<file path="config.mk">
export PLATFORM = sky130hd
export DESIGN_NAME = ac_motor_vector_gate
export DESIGN_NICKNAME = d
export VERILOG_FILES = /design/src/rtl/ac_motor_vector_gate.sv
export SDC_FILE = /design/constraint.sdc
export NUM_CORES = 1
export LEC_CHECK = 0
export BUFFER_PORTS_ARGS = -buffer_cell sky130_fd_sc_hd__buf_4
export CORE_ASPECT_RATIO = 2
export CORE_UTILIZATION = 55
export DETAILED_ROUTE_END_ITERATION = 8
export PLACE_DENSITY = 0.83
export SLEW_MARGIN = 20
export SYNTH_ARGS = -nofsm -noshare
export SYNTH_HDL_FRONTEND = slang
export SYNTH_HIERARCHICAL = 1
export SYNTH_SLANG_ARGS = --single-unit
</file>
<file path="constraint.sdc">
create_clock -name i_clk -period 1.9 [get_ports i_clk]
set_clock_uncertainty 0.2 [all_clocks]
set_input_delay 0.095 -clock i_clk [delete_from_list [all_inputs] [get_ports i_clk]]
set_output_delay 0.095 -clock i_clk [all_outputs]
set_load 0.05 [all_outputs]
</file>
<file path="src/rtl/ac_motor_vector_gate.sv">
// Space-vector gate driver: decodes sector/phase-select into per-leg targets,
// then enforces an independent dead-time on each inverter leg.

module ac_motor_vector_gate_leg #(
    parameter int DEAD_CYCLES = 100
) (
    input  logic       i_clk,
    input  logic       i_reset_n,
    input  logic       i_kill,
    input  logic [1:0] i_tgt,
    output logic       o_gh,
    output logic       o_gl
);
    localparam logic [1:0] TGT_LOW  = 2'd1;
    localparam logic [1:0] TGT_HIGH = 2'd2;
    localparam logic [1:0] TGT_OFF  = 2'd0;
    localparam logic [7:0] LP_DEAD  = 8'(DEAD_CYCLES);

    logic [1:0] r_seen;
    logic [7:0] r_cnt;
    logic       r_gh, r_gl;
    logic       w_change, w_follow;
    logic [7:0] w_cnt_nxt;

    // The gate for a new target is released on the edge the counter reaches zero.
    always_comb begin
        w_change  = (i_tgt != r_seen);
        w_follow  = 1'b0;
        w_cnt_nxt = 8'd0;
        if (w_change) begin
            w_cnt_nxt = LP_DEAD;
            w_follow  = (LP_DEAD == 8'd0);
        end else if (r_cnt > 8'd1) begin
            w_cnt_nxt = r_cnt - 8'd1;
        end else begin
            w_follow  = 1'b1;
        end
    end

    always_ff @(posedge i_clk) begin
        if (!i_reset_n) begin
            r_seen <= TGT_OFF;
            r_cnt  <= 8'd0;
            r_gh   <= 1'b0;
            r_gl   <= 1'b0;
        end else begin
            r_seen <= i_tgt;
            r_cnt  <= w_cnt_nxt;
            r_gh   <= w_follow && !i_kill && (i_tgt == TGT_HIGH);
            r_gl   <= w_follow && !i_kill && (i_tgt == TGT_LOW);
        end
    end

    assign o_gh = r_gh;
    assign o_gl = r_gl;
endmodule

module ac_motor_vector_gate #(
    parameter int DEAD_CYCLES = 100,
    parameter int ZERO_MODE   = 2
) (
    input  logic       i_clk,
    input  logic       i_reset_n,
    input  logic       i_enable,
    input  logic [2:0] i_sector_in,
    input  logic       i_u_0,
    input  logic       i_u_low,
    input  logic       i_u_high,
    output logic       o_gate_ah,
    output logic       o_gate_al,
    output logic       o_gate_bh,
    output logic       o_gate_bl,
    output logic       o_gate_ch,
    output logic       o_gate_cl,
    output logic [2:0] o_phase_state,
    output logic       o_fault
);
    localparam logic [1:0] TGT_OFF  = 2'd0;
    localparam logic [1:0] TGT_LOW  = 2'd1;
    localparam logic [1:0] TGT_HIGH = 2'd2;

    // Leg index 2 = A, 1 = B, 0 = C, matching the {A,B,C} vector notation.
    logic [2:0][1:0] r_tgt;
    logic [2:0]      r_last_vec;
    logic            r_fault;

    logic       w_onehot, w_bad, w_fault_nxt, w_drive, w_kill;
    logic [2:0] w_lo_idx, w_hi_idx, w_zero_vec, w_vec;
    logic [2:0] w_gh, w_gl;

    function automatic logic [2:0] f_vec(input logic [2:0] idx);
        case (idx)
            3'd1:    f_vec = 3'b100;
            3'd2:    f_vec = 3'b110;
            3'd3:    f_vec = 3'b010;
            3'd4:    f_vec = 3'b011;
            3'd5:    f_vec = 3'b001;
            3'd6:    f_vec = 3'b101;
            default: f_vec = 3'b000;
        endcase
    endfunction

    always_comb begin
        w_onehot    = ({i_u_0, i_u_low, i_u_high} == 3'b100) ||
                      ({i_u_0, i_u_low, i_u_high} == 3'b010) ||
                      ({i_u_0, i_u_low, i_u_high} == 3'b001);
        w_bad       = i_enable && (!w_onehot || (i_sector_in > 3'd5));
        w_fault_nxt = r_fault || w_bad;
        w_drive     = i_enable && !w_fault_nxt;
        w_kill      = !i_enable || w_fault_nxt;
        w_lo_idx    = 3'(i_sector_in + 3'd1);
        w_hi_idx    = (i_sector_in == 3'd5) ? 3'd1 : 3'(i_sector_in + 3'd2);
        // Nearest zero: V7 after a two-high vector saves switching two legs.
        if (ZERO_MODE == 0)
            w_zero_vec = 3'b000;
        else if (ZERO_MODE == 1)
            w_zero_vec = 3'b111;
        else if ((r_last_vec == 3'b110) || (r_last_vec == 3'b011) || (r_last_vec == 3'b101))
            w_zero_vec = 3'b111;
        else
            w_zero_vec = 3'b000;
        if (i_u_0)
            w_vec = w_zero_vec;
        else if (i_u_low)
            w_vec = f_vec(w_lo_idx);
        else
            w_vec = f_vec(w_hi_idx);
    end

    always_ff @(posedge i_clk) begin
        if (!i_reset_n) begin
            r_tgt      <= {3{TGT_OFF}};
            r_last_vec <= 3'b100;
            r_fault    <= 1'b0;
        end else begin
            r_fault <= w_fault_nxt;
            for (int l = 0; l < 3; l++)
                r_tgt[l] <= !w_drive ? TGT_OFF : (w_vec[l] ? TGT_HIGH : TGT_LOW);
            if (w_drive && !i_u_0)
                r_last_vec <= w_vec;
        end
    end

    for (genvar l = 0; l < 3; l++) begin : g_leg
        ac_motor_vector_gate_leg #(.DEAD_CYCLES(DEAD_CYCLES)) u_leg (
            .i_clk     (i_clk),
            .i_reset_n (i_reset_n),
            .i_kill    (w_kill),
            .i_tgt     (r_tgt[l]),
            .o_gh      (w_gh[l]),
            .o_gl      (w_gl[l])
        );
        assign o_phase_state[l] = (r_tgt[l] == TGT_HIGH);
    end

    assign o_gate_ah = w_gh[2];
    assign o_gate_al = w_gl[2];
    assign o_gate_bh = w_gh[1];
    assign o_gate_bl = w_gl[1];
    assign o_gate_ch = w_gh[0];
    assign o_gate_cl = w_gl[0];
    assign o_fault   = r_fault;
endmodule

</file>
# --- Yosys cells after proc, flatten, opt, wreduce, memory -nomap -nowiden ---
# Cells that the tools add are included.
classes:
  addsub: 5
  order_cmp: 4
  eq_ne: 28
  muxes: 21
  bitwise: 4
  reduce_logical: 28
ops:
  columns: ["op", "count"]
  rows:
  - ["two-way mux 7 bit", 6]
  - ["case mux 3 bit (6 select lines)", 2]
  - ["== test 3 bit, second input constant", 10]
  - ["> comparator 8 x 1 -> 1 bit, second input constant", 3]
  - ["subtractor 8 x 1 -> 8 bit, second input constant", 3]
  - ["== test 3 x 2 -> 1 bit, second input constant", 6]
  - ["logical AND 1 bit", 12]
  - ["two-way mux 3 bit", 4]
  - ["== test 3 x 1 -> 1 bit, second input constant", 3]
  - ["OR reduction 3 bit", 3]
  - ["logical OR 1 bit", 7]
  - ["== test 2 x 1 -> 1 bit, second input constant", 3]
  - ["== test 2 bit, second input constant", 3]
  - ["two-way mux 1 bit", 6]
  - ["two-way mux 2 bit", 3]
  - ["inequality test 2 bit", 3]
  - ["logical NOT 1 bit", 5]
  - ["NOT 1 bit", 4]
  - ["adder 3 x 1 -> 3 bit, second input constant", 1]
  - ["adder 3 x 2 -> 3 bit, second input constant", 1]
  - ["> comparator 3 bit, second input constant", 1]
  - ["AND reduction 2 bit", 1]
word_totals:
  ff_bits: 46
  in_bits: 9
  output_inout_bits: 10
  elab_cells: 110

# --- Logic depth before layout (Yosys ltp) ---
# Gate-level depths: netlist of run 1.
logic_depth:
  depth_word: 11
  ltp_mapped: 7
  mapped_depth_nobuf: 6

# --- By module ---
# Netlist of run 1, hierarchy kept.
modules_own_cells:
  columns: ["mod", "instances", "cells_per_inst", "area_each_um2"]
  rows:
  - ["ac_motor_vector_gate_leg", 3, 57, 529.3]
  - ["ac_motor_vector_gate", 1, 68, 610.6]

# --- Worst setup path after synthesis of run 1 ---
# Ideal clock, no wire load.
synth_path:
  path_type: "reg2reg"
  from: "reg r_fault, in the netlist o_fault"
  to: "reg r_last_vec[1]"
  arrival_time_ps: 1326
  required_time_ps: 1578
  setup_slack_ps: 252
  stages_incl_launch_ff: 5
  n_path_buf: 0
  path_cell_list: "dfxtp_1 nor3b_1 o211a_4 inv_4 o311a_1"
synth_via:
  elab_chain_len: 4
synth_lines:
  columns: ["item", "line_no", "text"]
  rows:
  - ["start: declaration", "85", "logic r_fault;"]
  - ["start signal: assignment", "136", "r_fault <= w_fault_nxt;"]
  - ["logical OR 1 bit", "108", "w_fault_nxt = r_fault || w_bad;"]
  - ["logical NOT 1 bit", "109", "w_drive = i_enable && !w_fault_nxt;"]
  - ["logical AND 1 bit", "109", null]
  - ["logical AND 1 bit", "139", "if (w_drive && !i_u_0)"]
  - ["end signal: assignment", "140", "r_last_vec <= w_vec;"]
  - ["end: declaration", "84", "logic [2:0] r_last_vec;"]
# Every way passes these cells.
# A chain may end at the register's enable or synchronous reset.

# --- Final worst setup path of run 1 ---
layout_path:
  from: "reg g_leg[0].u_leg.r_cnt[0]"
  to: "reg g_leg[0].u_leg.r_cnt[4]"
layout_via:
  elab_chain_len: 3
  word_cells_on_any_way: 4
  cone_classes: "add/sub (1); order compare (1); bitwise (1); reduce/logical (1)"
layout_lines:
  columns: ["item", "line_no", "text"]
  rows:
  - ["start: declaration", "20", "logic [7:0] r_cnt;"]
  - ["start signal: assignment", "48", "r_cnt <= w_cnt_nxt;"]
  - ["> comparator 8 x 1 -> 1 bit", "33", "end else if (r_cnt > 8'd1) begin"]
  - ["NOT 1 bit (no source line)", null, null]
  - ["OR reduction 3 bit (no source line)", null, null]
# Several ways; a longest one is shown, not always the timed one.

==> flow_summary_export.csv, run 1 <==
group,metric,value,unit
clocking,numClockSinks,46,
synth,synthSimpleGateAreaFrac,0.260,
synth,async_reset_ff_frac,0,
critical_path,worst_setup_path_start_kind,"flop",
floorplan,fp.coreArea,3840,µm²
route,drtPass1Iterations,4,
clocking,cts.htree.levels,2,
grt,antenna_violations_before_repair,0,
clocking,clk_pin_slew,0.08,ns
critical_path,cp-end-kind,"flop",
route,final_antenna_net_count,0,
place,routabilityCongestion,0.787,
route,route.detailed.vias_per_inst,5.41,
route,via_count,1714,
place,place_hpwl,3170,µm
sta,max_freq,577,MHz
power_and_ir_drop,ir_drop,772,µV
power_and_ir_drop,cellPowerDensity,1420,nW/µm²
sta,worst-slew-pin-transition,0.453,ns
layout,n_antenna_cell,0,
run_status,outcome,"completed",
synth,syn-num-nets,258,
route,detail_route.drc_violations,0,
floorplan,die_area,4270,µm²
floorplan,fp.dieW,46.7,µm
critical_path,regToRegSetupSlack,0.17,ns
sta,hold_viol,0,
critical_path,critPathCapture,"g_leg[0].u_leg/r_cnt[4]",
sta,count_of_final_max_slew_check_failures,0,
grt,grt_pass1_vias,1750,
grt,gr-total-overflow,0,
synth,synthFlopType,"dfxtp_1",
synth,post_synth.cell_area_avg,9.20,µm²
clocking,clk-insertion-delay-late,0.29,ns
synth,synth_xor_area_frac,0.0871,
critical_path,reg2regPathDepth,6,
critical_path,critPathKind,"flop to flop",
synth,synth_top_family_by_area,"simple AND/OR/NAND/NOR gates",
clocking,numCtsBuffers,5,
clocking,cts.path.max_buffers,2,
grt,grt_pass1_wl,6920,µm
critical_path,cp.arrival,1.76,ns
sta,final_worst_path_period_share,0.911,
critical_path,req_time_crit_path,1.93,ns
synth,synth_enable_flop_cells,0,
critical_path,regToRegStartpoint,"g_leg[0].u_leg/r_cnt[0]",
layout,drive_above_1_share,0.162,
grt,grt_start_max_net_pins,25,
flow_run,timing.max_cap.violations,0,
synth,mappedNetlistArea,2200,µm²
synth,yosys.cell_types.count,38,
sta,setup-violations-final,0,
clocking,cts_tree,"yes",
synth,synth_seq_cells,46,
sta,slew-limit-headroom,0.696,
clocking,cts_repair_resize_count,0,
route,postRouteWirelength,4050,µm
sta,fin_crit,1.73,ns
synth,seq_area_frac_synth,0.419,
route,drtIter0Drc,34,
sta,rsz0062_at_grt,"false",
synth,area_fraction_in_compound_gates_after_synthesis,0.115,
layout,layout.core_utilization,0.656,
layout,area.growth.synth_to_final,14.7,%
min_path,min_delay_worst_type,"input port to flop",
floorplan,io-pin-count,19,
synth,post_synth_mux_area_share,0.0273,
synth,postSynthCellCount,239,
clocking,cts.root.buffer_cell,"clkbuf_8",
critical_path,crit-reg2reg-capture,"g_leg[0].u_leg/r_cnt[4]",
place,io_buffers,18,
critical_path,timing.critical_path.from,"g_leg[0].u_leg/r_cnt[0]",
power_and_ir_drop,cellLeakagePower,1.12,nW
sta,timing.setup.tns,0,ns
synth,post_synth_fa_ha_maj_area_fraction,0.0569,
grt,grt_util_all_layers,0.221,
floorplan,floorplan.rows,32,
critical_path,critical_path_peak_fanout,5,
floorplan,chipHeight,91.4,µm
route,post_drt_wl_per_cell,12.8,µm
floorplan,start_util,0.572,
layout,design.final.nets,284,
synth,yosys_warnings,6,
## how the worst min path moves through the flow
stage                    from       endpoint  slack [ns]  depth (start not counted)
3_3_place_gp        i_reset_n  r_last_vec[2]        0.22                          2
3_5_place_dp        i_reset_n  r_last_vec[2]        0.23                          2
5_1_grt        i_sector_in[0]       r_tgt[1]        0.13                          4
2_1_floorplan       i_reset_n  r_last_vec[2]       -0.03                          1
6_report       i_sector_in[0]       r_tgt[1]        0.08                          4
4_1_cts        i_sector_in[0]       r_tgt[1]        0.07                          4
## state kept, by name, summed over array words and instances (netlist names)
| name | count |
|---|---|
| g_leg.u_leg/o_gl | 3 |
| r_tgt | 6 |
| g_leg.u_leg/o_gh | 3 |
| o_fault | 1 |
| g_leg.u_leg/r_cnt | 24 |
| r_last_vec | 3 |
| g_leg.u_leg/r_seen | 6 |
## worst max-delay path: stages, from the launching register on
cell and delay (ns):
dfxtp_1 0.39, inv_1 0.06, ha_1 0.23, or2_2 0.32, nand3_2 0.14, nand3_1 0.17
nor2_1 0.15
## area by class of cell
class                           count  area [µm²]
Multi-Input combinational cell    176        1200
Fill cell                         340        1320
Sequential cell                    46         921
Inverter                           15        58.8
Clock inverter                      3        45.0
Tap cell                           51        63.8
Clock buffer                        5        68.8
Timing Repair Buffer               21         165
## metrics by stage
step / hold slack, ns / cell area (µm²) / setup slack (ns) / std cells / power [mW]
2_1_floorplan: -0.0250 / 2200 / 0.252 / 239 / 2.61
3_3_place_gp: 0.216 / 2380 / 0.197 / 306 / 2.84
3_5_place_dp: 0.233 / 2380 / 0.145 / 306 / 2.89
4_1_cts: 0.0703 / 2520 / 0.165 / 317 / 3.62
5_1_grt: 0.127 / 2520 / 0.0785 / 317 / 3.88
6_report: 0.0800 / 2520 / 0.168 / 317 / 3.58
## what timing repair did
action                    in CTS  in global routing
buffers inserted               0                  0
hold buffers                   3                  0
hold endpoints to repair      12                  0
## power breakdown
group / switching (mW) / internal, mW / leakage (nW)
Sequential: 0.231 / 1.18 / 0.377
Combinational: 0.787 / 0.675 / 0.689
Clock: 0.314 / 0.391 / 0.0504
Total: 1.33 / 2.25 / 1.12
## cells in the final DEF (no fill, tap or decap), drive strengths merged, types with 3 or more instances in the layout
| master | count |
|---|---|
| dfxtp | 46 |
| nor2 | 28 |
| a21oi | 19 |
| nand2 | 19 |
| buf | 18 |
| inv | 15 |
| xor2 | 13 |
| nor4 | 12 |
| ha | 10 |
| xnor2 | 8 |
| and2 | 7 |
| o21ai | 7 |
| nand3 | 7 |
| mux2i | 6 |
| or2b | 6 |
| nor3 | 5 |
| clkbuf | 5 |
| nor2b | 4 |
| nand2b | 4 |
| or2 | 3 |
| o22ai | 3 |
| dlygate4sd3 | 3 |
## per-layer routing
layer / track usage / routed length [µm] / vias to the layer above
met4: 0.114 / 141 / 0
met1: 0.200 / 1430 / 795
met2: 0.416 / 2400 / 36
met5: 0 / 0 / -
li1: - / - / 868
met3: 0.0358 / 70 / 15
## cell usage after synthesis, types with 4 or more instances
master	instances	area, µm²
a21oi_1	19	95.1
and2_1	7	43.8
dfxtp_1	46	921
ha_1	10	125
inv_1	14	52.6
mux2i_1	6	60.1
nand2_1	19	71.3
nand2b_1	4	25.0
nand3_1	4	20.0
nor2_1	28	105
nor2b_1	4	25.0
nor3_1	5	25.0
nor4_1	9	56.3
o21ai_0	4	20.0
xnor2_1	8	70.1
xor2_1	12	105
## kinds of logic after synthesis
| family | count (synthesis) |
|---|---|
| buf+inv | 17 |
| xor+xnor | 21 |
| mux | 6 |
| simple gates | 100 |
| compound gates | 39 |
| fa+ha+maj | 10 |
| flops | 46 |
(Power assumes the default switching activity.)
==> run 2: changes to the inputs <==
==> constraint.sdc (replaced) <==
create_clock -name i_clk -period 1.7 [get_ports i_clk]
set_clock_uncertainty 0.2 [all_clocks]
set_input_delay 0.085 -clock i_clk [delete_from_list [all_inputs] [get_ports i_clk]]
set_output_delay 0.085 -clock i_clk [all_outputs]
set_load 0.05 [all_outputs]
==> run 2 against run 1 <==
Sequential power is 13% higher. Sequential share of layout area is 1.1 points lower. Fmax is 6.5% higher. Setup slack worse by 0.095 ns. Cell count is 1.9% higher. Sequential cell count stayed put. Die area stayed put. Critical endpoint is now g_leg[0].u_leg/r_cnt[6]. Largest power group unchanged. Highest routed layer unchanged.
==> flow_summary_export.csv, run 2 (same netlist as run 1, synthesis figures left out) <==
group,metric,value,unit
run_status,outcome,"completed",
critical_path,critical-path-slowest-cell,"dfxtp_2",
sta,final_worst_path_period_share,0.957,
floorplan,fp.dieW,46.7,µm
route,post_drt_wl_per_cell,12.2,µm
sta,worst-slew-pin-transition,0.419,ns
sta,hold_viol,0,
layout,reg_top3,"g_leg.u_leg/r_cnt x24, g_leg.u_leg/r_seen x6, r_tgt x6",
grt,grt_pass1_vias,1568,
critical_path,regToRegStartpoint,"g_leg[0].u_leg/r_cnt[0]",
critical_path,crit-reg2reg-capture,"g_leg[0].u_leg/r_cnt[6]",
route,drtPass1Iterations,4,
critical_path,cp.arrival,1.66,ns
place,routabilityCongestion,0.776,
layout,area.growth.synth_to_final,18.7,%
layout,final_common_cell,"dfxtp_1",
sta,fin_crit,1.63,ns
floorplan,fp.coreArea,3840,µm²
clocking,cts.path.max_buffers,2,
layout,drive_above_1_share,0.210,
critical_path,critical_path_peak_fanout,4,
layout,fillCellCount,331,
sta,post-route-worst-setup-slack,0.0735,ns
flow_run,timing.max_cap.violations,0,
critical_path,critPathTopFamily,"flip-flops",
layout,layout.cells.most_common_list,"dfxtp_1, nor2_1, buf_4",
sta,count_of_final_max_slew_check_failures,0,
route,via_count,1750,
floorplan,floorplan.rows,32,
clocking,cts.htree.levels,2,
critical_path,critical_path_buf_inv_count,1,
clocking,cts_tree,"yes",
critical_path,critical_path_s_largest_stage_delay,0.36,ns
route,final_antenna_net_count,0,
layout,n_antenna_cell,0,
power_and_ir_drop,cellPowerDensity,1570,nW/µm²
clocking,clk-insertion-delay-late,0.30,ns
min_path,min_path_cells,4,
place,dpl_worst_slack,0.00736,ns
clocking,cts.root.buffer_cell,"clkbuf_8",
sta,slew-limit-headroom,0.718,
place,io_buffers,18,
place,place_hpwl,2980,µm
clocking,clk_pin_slew,0.08,ns
grt,gr-total-overflow,0,
grt,grt_pass1_wl,6530,µm
route,route.detailed.vias_per_inst,5.42,
critical_path,regToRegSetupSlack,0.07,ns
critical_path,reg2regPathDepth,6,
power_and_ir_drop,ir_drop,873,µV
layout,largest_register,"g_leg.u_leg/r_cnt",
route,detail_route.drc_violations,0,
sta,setup-violations-final,0,
clocking,numCtsBuffers,5,
min_path,hold_end,"r_tgt[1]",
grt,antenna_violations_before_repair,0,
sta,rsz0062_at_grt,"true",
grt,grt_start_max_net_pins,25,
min_path,timing.hold.worst.start,"i_sector_in[0]",
floorplan,start_util,0.572,
min_path,min_delay_worst_type,"input port to flop",
power_and_ir_drop,cellLeakagePower,1.16,nW
layout,largest_register_ff_count,24,
floorplan,io-pin-count,19,
critical_path,cp-end-kind,"flop",
critical_path,req_time_crit_path,1.73,ns
layout,design.final.nets,290,
critical_path,cp_common_cell,"a21oi_1",
grt,grt_util_all_layers,0.211,
sta,max_freq,615,MHz
power_and_ir_drop,design_power_total,4.09,mW
route,drtIter0Drc,17,
critical_path,critPathKind,"flop to flop",
floorplan,die_area,4270,µm²
floorplan,chipHeight,91.4,µm
route,postRouteWirelength,3950,µm
critical_path,worst_setup_path_start_kind,"flop",
clocking,numClockSinks,46,
critical_path,timing.critical_path.cells,"inv_1 > ha_1 > or2_2 > a21oi_1 > mux2i_1 > a21oi_1",
==> run 2: changes by cell type in the layout (fill, tap and decap cells not counted), sizes merged <==
| cell | delta |
|---|---|
| clkbuf | +1 |
| buf | +5 |
| dlygate4sd3 | +1 |
| clkinvlp | -1 |
==> run 2: area by class of cell <==
type                       instances  area [µm²]  area share
tap                               51        63.8      0.0245
clock inverter                     2        37.5      0.0144
inverter                          15        58.8      0.0225
clock buffer                       6        72.6      0.0278
sequential                        46         925       0.354
timing repair buffer              27         213      0.0815
multi-input combinational        176        1240       0.475
==> run 2: worst register-to-register path: cells and delay by family (launching register included) <==
family | cells | cell delay (ns)
compound gates | 2 | 0.32
fa+ha+maj | 1 | 0.22
buf+inv | 1 | 0.05
flops | 1 | 0.36
mux | 1 | 0.09
simple gates | 1 | 0.32
==> run 2: per-layer routing <==
metal	vias to the layer above	share of wire	track usage
met3	9	0.027	0.0557
met4	0	0.029	0.110
met5	-	0	0
li1	873	-	-
met1	841	0.38	0.217
met2	27	0.57	0.362
==> run 2: worst max-delay path by stage <==
stage                                        from                      end  slack [ns]  cells past startpoint
final                     g_leg[0].u_leg/r_cnt[0]  g_leg[0].u_leg/r_cnt[6]        0.07                      6
after floorplan                           o_fault            r_last_vec[1]        0.05                      4
after detailed placement           i_sector_in[1]            r_last_vec[1]       0.007                      7
after CTS                 g_leg[2].u_leg/r_cnt[0]  g_leg[2].u_leg/r_cnt[0]       0.007                      6
after global placement             i_sector_in[1]      g_leg[2].u_leg/o_gh      -0.007                      6
after global routing      g_leg[2].u_leg/r_cnt[3]      g_leg[2].u_leg/o_gh      -0.009                      3
==> run 2: what timing repair did <==
action	4_1_cts	5_1_grt
hold endpoints to repair	29	0
hold buffers	4	0
gates resized for setup	0	10
setup buffers	0	0
endpoints found under the setup margin	0	22
==> run 2: power by group <==
group | switching [mW] | total (mW) | internal (mW)
Combinational | 0.911 | 1.70 | 0.785
Sequential | 0.269 | 1.60 | 1.33
Clock | 0.350 | 0.788 | 0.438
Total | 1.53 | 4.09 | 2.56
==> run 2: through the flow <==
stage | utilization | instances | area [µm²] | hold WS (ns) | setup TNS (ns)
after floorplan | - | 239 | 2200 | -0.0350 | 0
after global placement | 0.629 | 311 | 2420 | 0.194 | -0.00715
after global routing | 0.679 | 323 | 2610 | 0.0810 | -0.00928
final | 0.679 | 323 | 2610 | 0.0545 | 0
after CTS | 0.668 | 323 | 2570 | 0.0489 | 0
after detailed placement | 0.629 | 311 | 2420 | 0.200 | 0
==> run 3: changes to the inputs <==
--- a/config.mk
+++ b/config.mk
@@ -9,7 +9,9 @@
 export CORE_ASPECT_RATIO = 2
 export CORE_UTILIZATION = 55
 export DETAILED_ROUTE_END_ITERATION = 8
+export MAX_ROUTING_LAYER = met4
 export PLACE_DENSITY = 0.83
+export RECOVER_POWER = 25
 export SLEW_MARGIN = 20
 export SYNTH_ARGS = -nofsm -noshare
 export SYNTH_HDL_FRONTEND = slang
==> run 3 against run 2 <==
Cell count did not move. Sequential power barely moved. Worst hold slack barely moved. Sequential cell count unchanged. First-iteration DRC count rose by 100%. Sequential share of layout area did not move. Via count decreased by 0.46%. Critical path type unchanged. Critical endpoint unchanged.
==> flow_summary_export.csv, run 3 (same netlist as run 1, synthesis figures left out) <==
group,metric,value,unit
critical_path,critical_path_s_largest_stage_delay,0.36,ns
clocking,cts.htree.levels,2,
clocking,cts.root.buffer_cell,"clkbuf_8",
critical_path,critical-path-slowest-cell,"dfxtp_2",
place,routabilityCongestion,0.786,
sta,final_worst_path_period_share,0.958,
critical_path,critPathKind,"flop to flop",
critical_path,cp-end-kind,"flop",
floorplan,fp.dieW,46.7,µm
critical_path,critPathTopFamily,"flip-flops",
critical_path,regToRegSetupSlack,0.07,ns
critical_path,critical_path_peak_fanout,4,
layout,area.growth.synth_to_final,18.7,%
grt,grt_start_max_net_pins,25,
min_path,timing.hold.worst.start,"i_sector_in[0]",
route,postRouteWirelength,3950,µm
route,drtPass1Iterations,4,
critical_path,req_time_crit_path,1.73,ns
place,placedCellCount,311,
sta,max_freq,614,MHz
grt,grt_pass1_vias,1567,
grt,globalRoute.busiestLayer,"met2",
grt,gr-usage-met3,0.0537,
sta,rsz0062_at_grt,"true",
critical_path,timing.critical_path.from,"g_leg[0].u_leg/r_cnt[0]",
grt,grt_use_met1,0.220,
critical_path,cp_common_cell,"a21oi_1",
layout,ff_latch_area,925,µm²
clocking,clk_pin_slew,0.08,ns
grt,grt_util_all_layers,0.217,
layout,largest_register,"g_leg.u_leg/r_cnt",
power_and_ir_drop,ir_drop,873,µV
power_and_ir_drop,design_power_total,4.09,mW
route,post_drt_wl_per_cell,12.2,µm
layout,largest_register_ff_count,24,
flow_run,timing.max_cap.violations,0,
layout,n_antenna_cell,0,
layout,design.final.nets,290,
sta,hold_viol,0,
floorplan,chipHeight,91.4,µm
route,detail_route.drc_violations,0,
run_status,outcome,"completed",
sta,worst-slew-pin-transition,0.419,ns
floorplan,start_util,0.572,
sta,fin_crit,1.63,ns
place,io_buffers,18,
min_path,min_delay_worst_type,"input port to flop",
layout,drive_above_1_share,0.210,
critical_path,timing.critical_path.cells,"inv_1 > ha_1 > or2_2 > a21oi_1 > mux2i_1 > a21oi_1",
layout,area_of_combinational_cells_with_multiple_inputs,1240,µm²
floorplan,fp.coreArea,3840,µm²
route,drtIter0Drc,34,
clocking,cts_tree,"yes",
grt,gr-total-overflow,0,
power_and_ir_drop,cellPowerDensity,1570,nW/µm²
floorplan,io-pin-count,19,
grt,grt_pass1_wl,6550,µm
layout,final_common_cell,"dfxtp_1",
grt,global_route.usage.met2,0.362,
floorplan,floorplan.rows,32,
place,place_hpwl,2980,µm
route,via_count,1742,
route,route.detailed.vias_per_inst,5.39,
layout,reg_top3,"g_leg.u_leg/r_cnt x24, g_leg.u_leg/r_seen x6, r_tgt x6",
power_and_ir_drop,cellLeakagePower,1.16,nW
clocking,postCtsSetupRepairBufs,0,
critical_path,regToRegStartpoint,"g_leg[0].u_leg/r_cnt[0]",
critical_path,cp.arrival,1.66,ns
layout,layout.cells.most_common_list,"dfxtp_1, nor2_1, buf_4",
critical_path,worst_setup_path_start_kind,"flop",
clocking,cts.path.max_buffers,2,
clocking,numClockSinks,46,
critical_path,critical_path_buf_inv_count,1,
clocking,clk-insertion-delay-late,0.30,ns
clocking,numCtsBuffers,5,
layout,layoutNonFillerInstCount,323,
grt,antenna_violations_before_repair,0,
sta,count_of_final_max_slew_check_failures,0,
sta,slew-limit-headroom,0.718,
route,final_antenna_net_count,0,
sta,setup-violations-final,0,
layout,fillCellCount,331,
floorplan,die_area,4270,µm²
-- run 3: cell counts in the layout (fill, tap and decap cells not counted) --
No cell type changed its count.
-- run 3: path summary, 6_finish.rpt --
check             cells after the start                 endpoint
hold reg to reg                       1  g_leg[1].u_leg/r_cnt[0]
setup / recovery                      6  g_leg[0].u_leg/r_cnt[6]
setup reg to reg                      6  g_leg[0].u_leg/r_cnt[6]
hold / removal                        4                 r_tgt[1]
-- run 3: final cells by class --
cell class	instances	share of cell area
flip-flops and latches	46	0.354
inverters	15	0.0225
clock inverters	2	0.0144
repair buffers	27	0.0815
multi-input cells	176	0.475
clock buffers	6	0.0278
well taps	51	0.0245
-- run 3: through the flow --
| stage | area, µm² | TNS, ns | utilization | setup WS (ns) | hold slack (ns) |
|---|---|---|---|---|---|
| floorplan | 2200 | 0 | - | 0.0521 | -0.0350 |
| global placement | 2420 | -0.00715 | 0.629 | -0.00715 | 0.194 |
| detailed placement | 2420 | 0 | 0.629 | 0.00736 | 0.200 |
| CTS | 2570 | 0 | 0.668 | 0.00654 | 0.0489 |
| global route | 2610 | -0.00928 | 0.679 | -0.00928 | 0.0810 |
| finish | 2610 | 0 | 0.679 | 0.0713 | 0.0544 |
-- run 3: metal layers --
layer	wire, µm	part of all wire
met4	115	0.029
met1	1520	0.38
met2	2240	0.57
met5	0	0
met3	81	0.021
-- run 3: repair_timing --
action | CTS | global route
endpoints found under the hold margin | 29 | 0
endpoints found under the setup margin | 0 | 22
resized for setup | 0 | 10
hold buffers | 4 | 0
-- run 3: where the power goes --
| group | switching [mW] | leakage, nW | internal (mW) | total (mW) |
|---|---|---|---|---|
| clock network | 0.351 | 0.0514 | 0.438 | 0.789 |
| logic | 0.913 | 0.728 | 0.785 | 1.70 |
| registers | 0.268 | 0.377 | 1.33 | 1.60 |
| total | 1.53 | 1.16 | 2.56 | 4.09 |
-- run 3: worst register-to-register path: cells and delay by family, from the launching register on --
family / cells / cell delay [ns]
flip-flops: 1 / 0.36
AND/OR/NAND/NOR: 1 / 0.32
AO/OA/AOI/OAI: 2 / 0.32
adder cells (fa/ha/maj): 1 / 0.22
multiplexers: 1 / 0.09
buffers and inverters: 1 / 0.05
